===== src/rtl/seq_comparator.sv =====
// Sequential magnitude comparator: resolves A against B, CHUNK bits per clock, most significant chunk first.
// Optional macro SEQ_COMPARATOR_EARLY_EXIT_EN: leave CMP on the first mismatching chunk instead of scanning all.
// state | meaning
// IDLE  | waiting for start; last result held on agtb/aeqb/altb
// CMP   | comparing chunk r_idx, index counts down to 0
// DONE  | result registered, done pulses for this one cycle
module seq_comparator #(
    parameter int WIDTH = 8,
    parameter int CHUNK = 2
) (
    input  logic             clk,
    input  logic             rst_n,
    input  logic             start,
    input  logic             signed_mode,
    input  logic [WIDTH-1:0] a,
    input  logic [WIDTH-1:0] b,
    output logic             busy,
    output logic             done,
    output logic             agtb,
    output logic             aeqb,
    output logic             altb
);
    localparam int NCH  = WIDTH / CHUNK;
    localparam int IDXW = (NCH > 1) ? $clog2(NCH) : 1;
    localparam logic [WIDTH-1:0] MSB_MASK = {1'b1, {(WIDTH-1){1'b0}}};
    localparam logic [IDXW-1:0]  IDX_TOP  = IDXW'(NCH - 1);

    typedef enum logic [1:0] {IDLE, CMP, DONE} state_t;

    state_t           r_state;
    logic [WIDTH-1:0] r_a;
    logic [WIDTH-1:0] r_b;
    logic             r_signed;
    logic [IDXW-1:0]  r_idx;
    logic             r_busy;
    logic             r_done;
    logic             r_gt;
    logic             r_eq;
    logic             r_lt;
`ifndef SEQ_COMPARATOR_EARLY_EXIT_EN
    logic             r_found;
    logic             r_found_gt;
`endif

    logic [WIDTH-1:0] w_a_cmp;
    logic [WIDTH-1:0] w_b_cmp;
    logic [CHUNK-1:0] w_ca;
    logic [CHUNK-1:0] w_cb;
    logic             w_ne;
    logic             w_gt;
    logic             w_last;
    logic             w_res_ne;
    logic             w_res_gt;
    logic             w_finish;

    // Flipping both sign bits maps two's-complement order onto unsigned order; only the top chunk is affected.
    assign w_a_cmp = r_signed ? (r_a ^ MSB_MASK) : r_a;
    assign w_b_cmp = r_signed ? (r_b ^ MSB_MASK) : r_b;
    assign w_ca    = w_a_cmp[int'(r_idx)*CHUNK +: CHUNK];
    assign w_cb    = w_b_cmp[int'(r_idx)*CHUNK +: CHUNK];
    assign w_ne    = (w_ca != w_cb);
    assign w_gt    = (w_ca > w_cb);
    assign w_last  = (r_idx == '0);

`ifdef SEQ_COMPARATOR_EARLY_EXIT_EN
    assign w_res_ne = w_ne;
    assign w_res_gt = w_gt;
    assign w_finish = w_ne | w_last;
`else
    // The first mismatch wins; lower chunks are still scanned so latency stays fixed.
    assign w_res_ne = r_found | w_ne;
    assign w_res_gt = r_found ? r_found_gt : w_gt;
    assign w_finish = w_last;
`endif

    always_ff @(posedge clk or negedge rst_n) begin
        if (!rst_n) begin
            r_state    <= IDLE;
            r_a        <= '0;
            r_b        <= '0;
            r_signed   <= 1'b0;
            r_idx      <= '0;
            r_busy     <= 1'b0;
            r_done     <= 1'b0;
            r_gt       <= 1'b0;
            r_eq       <= 1'b0;
            r_lt       <= 1'b0;
`ifndef SEQ_COMPARATOR_EARLY_EXIT_EN
            r_found    <= 1'b0;
            r_found_gt <= 1'b0;
`endif
        end else begin
            case (r_state)
                IDLE: begin
                    if (start) begin
                        r_state    <= CMP;
                        r_a        <= a;
                        r_b        <= b;
                        r_signed   <= signed_mode;
                        r_idx      <= IDX_TOP;
                        r_busy     <= 1'b1;
                        r_gt       <= 1'b0;
                        r_eq       <= 1'b0;
                        r_lt       <= 1'b0;
`ifndef SEQ_COMPARATOR_EARLY_EXIT_EN
                        r_found    <= 1'b0;
                        r_found_gt <= 1'b0;
`endif
                    end
                end
                CMP: begin
`ifndef SEQ_COMPARATOR_EARLY_EXIT_EN
                    if (!r_found && w_ne) begin
                        r_found    <= 1'b1;
                        r_found_gt <= w_gt;
                    end
`endif
                    if (w_finish) begin
                        r_state <= DONE;
                        r_done  <= 1'b1;
                        r_gt    <= w_res_ne & w_res_gt;
                        r_lt    <= w_res_ne & ~w_res_gt;
                        r_eq    <= ~w_res_ne;
                    end else begin
                        r_idx <= r_idx - 1'b1;
                    end
                end
                DONE: begin
                    r_state <= IDLE;
                    r_done  <= 1'b0;
                    r_busy  <= 1'b0;
                end
                default: begin
                    r_state <= IDLE;
                    r_done  <= 1'b0;
                    r_busy  <= 1'b0;
                end
            endcase
        end
    end

    assign busy = r_busy;
    assign done = r_done;
    assign agtb = r_gt;
    assign aeqb = r_eq;
    assign altb = r_lt;

endmodule


===== config.mk =====
export PLATFORM = sky130hd
export DESIGN_NAME = seq_comparator
export DESIGN_NICKNAME = d
export VERILOG_FILES = /design/src/rtl/seq_comparator.sv
export SDC_FILE = /design/constraint.sdc
export NUM_CORES = 1
export LEC_CHECK = 0
export CAP_MARGIN = 20
export CORE_ASPECT_RATIO = 2
export CORE_MARGIN = 10
export CORE_UTILIZATION = 45
export CTS_BUF_LIST = sky130_fd_sc_hd__clkbuf_8
export DETAILED_ROUTE_END_ITERATION = 16
export GPL_ROUTABILITY_DRIVEN = 0
export PLACE_DENSITY = 0.69
export SLEW_MARGIN = 10
export SYNTH_ARGS = -nofsm -noshare
export SYNTH_HDL_FRONTEND = slang
export SYNTH_SLANG_ARGS = --single-unit

===== constraint.sdc =====
create_clock -name clk -period 2.8 [get_ports clk]
set_input_delay 0.84 -clock clk [delete_from_list [all_inputs] [get_ports clk]]
set_output_delay 0.84 -clock clk [all_outputs]
set_load 0.03 [all_outputs]

Yosys cells after proc, flatten, opt, wreduce, memory -nomap -nowiden
Cells that the tools add are included.
{"block": "classes", "addsub": 1, "order_cmp": 1, "n_eq_ne": 6, "shifts": 2, "muxes": 24, "n_bitwise": 9, "n_reduce_logical": 12}
{"cell": "8-bit 2-to-1 mux", "n": 2}
{"cell": "8-bit by 4-bit variable part select with 2-bit output", "n": 2}
{"cell": "1-bit case mux with 2 select lines", "n": 7}
{"cell": "1-bit 2-to-1 mux", "n": 9}
{"cell": "3-bit AND reduction", "n": 3}
{"cell": "2-bit 2-to-1 mux", "n": 4}
{"cell": "2-bit != test, second input constant", "n": 4}
{"cell": "2-bit case mux with 2 select lines", "n": 2}
{"cell": "2-bit AND reduction", "n": 4}
{"cell": "1-bit inverter", "n": 6}
{"cell": "2-bit zero test", "n": 2}
{"cell": "1-bit bitwise AND", "n": 2}
{"cell": "2-bit by 1-bit equality test with 1-bit output, second input constant", "n": 1}
{"cell": "2-bit greater-than comparator", "n": 1}
{"cell": "2-bit != test", "n": 1}
{"cell": "2-bit nonzero test", "n": 1}
{"cell": "2-bit by 1-bit subtractor with 2-bit output, second input constant", "n": 1}
{"cell": "1-bit logical AND", "n": 1}
{"cell": "1-bit zero test", "n": 1}
{"cell": "1-bit bitwise OR", "n": 1}
{"block": "word_totals", "ff_bits": 28, "output_inout_bits": 5, "word_cells": 67}

Depth between registers and ports, before layout
{"block": "depth", "word_depth": 9, "depth_mapped": 8}

Worst setup path before layout
No wires, ideal clock.
{"block": "synth_timing", "kind": "register to register", "from": "reg r_signed", "to": "reg r_gt, in the netlist agtb", "setup_ps": 121, "arrival_time_ps": 1825, "setup_slack_ps": 854, "path_stages_with_launch": 7, "n_path_buf": 0, "cell_sequence": "dfrtp_1 xor2_1 mux4_2 ha_1 a21oi_1 o21ai_0 a22o_1"}
{"block": "synth_between", "elab_chain_len": 7}
{"item": "from (decl)", "line": "33", "rtl": "logic r_signed;"}
{"item": "from (signal assigned)", "line": "99", "rtl": "r_signed <= signed_mode;"}
{"item": "8-bit 2-to-1 mux, on equally long branches", "line": "57, 58"}
{"item": "8-bit by 4-bit variable part select with 2-bit output, on equally long branches", "line": "59, 60"}
{"item": "2-bit greater-than comparator / 2-bit != test (equally long branches)", "line": "62, 61"}
{"item": "1-bit 2-to-1 mux / 1-bit bitwise OR (equally long branches)", "line": "72, 71"}
{"item": "1-bit bitwise AND *", "line": "121", "rtl": "r_gt <= w_res_ne & w_res_gt;"}
{"item": "1-bit 2-to-1 mux *", "line": "118", "rtl": "if (w_finish) begin"}
{"item": "1-bit case mux with 2 select lines *", "line": "93", "rtl": "case (r_state)"}
{"item": "to (signal assigned)", "line": "121"}
{"item": "to (decl)", "line": "37", "rtl": "logic r_gt;"}
Mark *: on every way between the ends. The rest lies on a longest branch, timed or not. The select of a mux whose other input is x is not followed.
A chain may end at the register's enable or synchronous reset.

Worst setup path in the final report
{"block": "layout_timing", "from": "reg r_idx[0]", "to": "reg r_lt, in the netlist altb"}
{"block": "layout_between", "elab_chain_len": 7}
{"item": "from (decl)", "line": "34", "rtl": "logic [IDXW-1:0] r_idx;"}
{"item": "from (signal assigned)", "line": "125", "rtl": "r_idx <= r_idx - 1'b1;"}
{"item": "8-bit by 4-bit variable part select with 2-bit output, on equally long branches", "line": "59, 60"}
{"item": "2-bit greater-than comparator", "line": "62", "rtl": "assign w_gt = (w_ca > w_cb);"}
{"item": "1-bit 2-to-1 mux", "line": "72", "rtl": "assign w_res_gt = r_found ? r_found_gt : w_gt;"}
{"item": "1-bit inverter", "line": "122", "rtl": "r_lt <= w_res_ne & ~w_res_gt;"}
{"item": "1-bit bitwise AND", "line": "122"}
{"item": "1-bit 2-to-1 mux", "line": "118"}
{"item": "1-bit case mux with 2 select lines", "line": "93"}
{"item": "to (signal assigned)", "line": "122"}
{"item": "to (decl)", "line": "39", "rtl": "logic r_lt;"}
Several ways; a longest one is shown, not always the timed one. The select of a mux whose other input is x is not followed.

==> impl_metrics.yaml <==
synthesis:
  ys_ff_latch: 28
  ys_seq_area_share_pct: 53.9
  netlist_area_mm2: 0.00130
  synth_nets: 152
  synth_async_sr_flop_share_pct: 100
  yosys.area.top_type: "dfrtp_1"
  yosysMostFrequentCell: "nand2_1"
  syn_inst: 129
  ys.flop_type: "dfrtp_1"
  avgSynthCellArea_um2: 10.1
  ys.warnings.count: 0
  synth_cell_type_count: 26
  synth_common_cells: "nand2_1 (56), dfrtp_1 (28), inv_1 (6), a21oi_1 (5)"
  synth_area_leaders: "dfrtp_1 (54%), nand2_1 (16%), mux4_2 (6.9%), ha_1 (2.9%), a21oi_1 (1.9%)"
  synth_edf_count: 0
  synth_top_area_share_pct: 53.9
clock_network:
  numClockSinks: 28
  cts_made_buffers: 3
  cts-root-buf: "clkbuf_8"
  cts_tree: "done"
  clk_path_buf_depth: 2
  cts_setup_buffers: 0
  cts.clk_slew.worst_paths_ns: 0.09
  postCtsHoldBufs: 0
  clkLatencyLatePin_ns: 0.27
  cts_max_level: 1
  cts_resized: 0
setup_path:
  crit_chain: "mux4_2, ha_1, a21oi_1, o21ai_0, o31ai_1"
  cp_slowest_stage_delay_ns: 0.56
  critPathCaptureType: "flip-flop"
  crit_fanout: 7
  cp_num_buf_inv: 0
  startpoint_type: "flip-flop"
  critPathRequiredTime_ns: 2.97
  crit_path_top_delay_cell: "dfrtp_1"
  worstSetupPathType: "reg -> reg"
  cpLargestDelayFamily: "compound AO/OA/AOI/OAI gates"
  arrival_ns: 2.38
power_and_ir_drop:
  leakage_uw: 0.000800
  clock_power_share_pct: 16.3
  p_seq_share_pct: 38.5
  p_switching_uw: 751
  vdd_drop_max_v: 0.000708
  p_int_uw: 1180
  p_per_area_mw_per_mm2: 1180
  swShare_pct: 39.0
  comb_power_share_pct: 45.2
sta:
  rsz0062_at_grt: "false"
  finalHoldViolCount: 0
  finClkSkew_ns: 0.00501
  fin_crit_ns: 2.21
  drv_slew: 0
  holdWs_ns: 0.487
  tightest_slew_ns: 0.447
  period_share_pct: 78.8
  setup_viol: 0
  finalSetupTns_ns: 0
  fmax_ghz: 0.453
  max_slew_margin_pct: 70.2
place:
  portBuffers: 24
  placed_area_mm2: 0.00156
  place_hpwl_um: 2160
drt:
  ant_nets: 0
  drc_errors: 0
  wl_per_cell_um: 14.8
  drt_first_pass_iters: 3
  wl_um: 2730
  num_vias: 947
  avgViaCountPerCell: 5.15
  drt_iter0_drc: 9
min_path:
  hold_path_class: "reg -> reg"
global_routing:
  grt_usage_pct: 10.8
  grt_max_degree: 29
  antenna_found_initial: 0
  grt_pass1_wl_um: 4890
  grt_overflow: 0
  first_global_vias: 1059
floorplanning:
  dieWidth_um: 58.0
  die_h_um: 96.0
  rows: 27
  ios: 25
  dieArea_mm2: 0.00557
  core_mm2: 0.00277
  initial_core_util_pct: 46.9
layout:
  final_cell_area_mm2: 0.00163
  areaGrowthSynthToFinish_pct: 25.4
  drive_gt1_share_pct: 10.3
  nets: 179
  antennaDiodeCount: 0
run:
  maxCapViolCount: 0
run_status:
  outcome: "complete, no violations"
==> path summary, 6_finish.rpt <==
kind	start	end	slack (ns)	cells past startpoint
min in group asynchronous	rst_n	r_a[4]	0.93	2
hold / removal	r_a[0]	r_a[0]	0.49	2
max in group asynchronous	rst_n	agtb	1.60	2
setup reg to reg	r_idx[0]	altb	0.59	5
hold reg to reg	r_a[0]	r_a[0]	0.49	2
setup / recovery	r_idx[0]	altb	0.59	5
==> worst register-to-register path: stages, from the launching register on <==
cell and delay [ns]:
dfrtp_1 0.56, mux4_2 0.55, ha_1 0.30, a21oi_1 0.21, o21ai_0 0.19, o31ai_1 0.29
==> per-layer routing <==
metal / global-route usage, % / vias to the layer above / wire length [um] / part of all wire [%]
li1: - / 471 / - / -
met1: 10.7 / 456 / 989 / 36
met2: 20.5 / 15 / 1590 / 58
met3: 2.37 / 5 / 104 / 3.8
met4: 4.72 / 0 / 46 / 1.7
met5: 0 / - / 0 / 0
==> flip-flops by register name, summed over array words and instances (netlist names) <==
name / count
r_a: 8
r_b: 8
r_idx: 2
r_state: 2
aeqb: 1
agtb: 1
altb: 1
busy: 1
done: 1
r_found: 1
r_found_gt: 1
r_signed: 1
==> logic make-up after synthesis <==
family                     Yosys count  synth area share (%)
AOI/OAI and AO/OA                   15                  8.37
xor gates and xnor gates             2                  1.35
adders and majority gates            3                  2.89
buffers and inverters               10                  4.23
DFF                                 28                  53.9
muxes                                4                  6.93
and+or+nand+nor                     67                  22.3
==> power by group through the flow <==
stage	Sequential [uW]	Combinational [uW]	Clock, uW
4_1_cts	746	888	322
3_5_place_dp	754	879	0
3_3_place_gp	738	833	0
2_1_floorplan	736	654	0
5_1_grt	771	998	338
6_report	742	870	314
==> cell usage in the layout, fill, tap and decap left out, drive strengths merged, types with 2 or more instances in the layout <==
cell,Yosys,layout
nand2,56,56
and2,2,2
nor2,4,4
ha,3,3
mux4,4,4
buf,4,2
o31ai,2,2
xor2,2,2
a21oi,5,5
o21ai,4,4
inv,6,6
clkdlybuf4s50,0,24
dfrtp,28,28
clkbuf,0,3
==> cell type report <==
cell class / count / area [um^2]
clock buffer: 3 / 41.3
tap: 29 / 36.3
inverter: 6 / 22.5
multi-input combinational: 91 / 544
fill: 253 / 1140
clock inverter: 1 / 30.0
sequential: 28 / 701
timing repair buffer: 26 / 255
==> per-stage QoR <==
step | total power [uW] | utilization [%] | setup slack (ns) | std cells
after floorplan | 1390 | - | 0.854 | 129
after global placement | 1570 | 56.3 | 0.495 | 180
after detailed placement | 1630 | 56.3 | 0.482 | 180
after CTS | 1960 | 58.9 | 0.528 | 184
after global routing | 2110 | 58.9 | 0.358 | 184
final | 1930 | 58.9 | 0.594 | 184
Power figures use the tool's default switching activity.
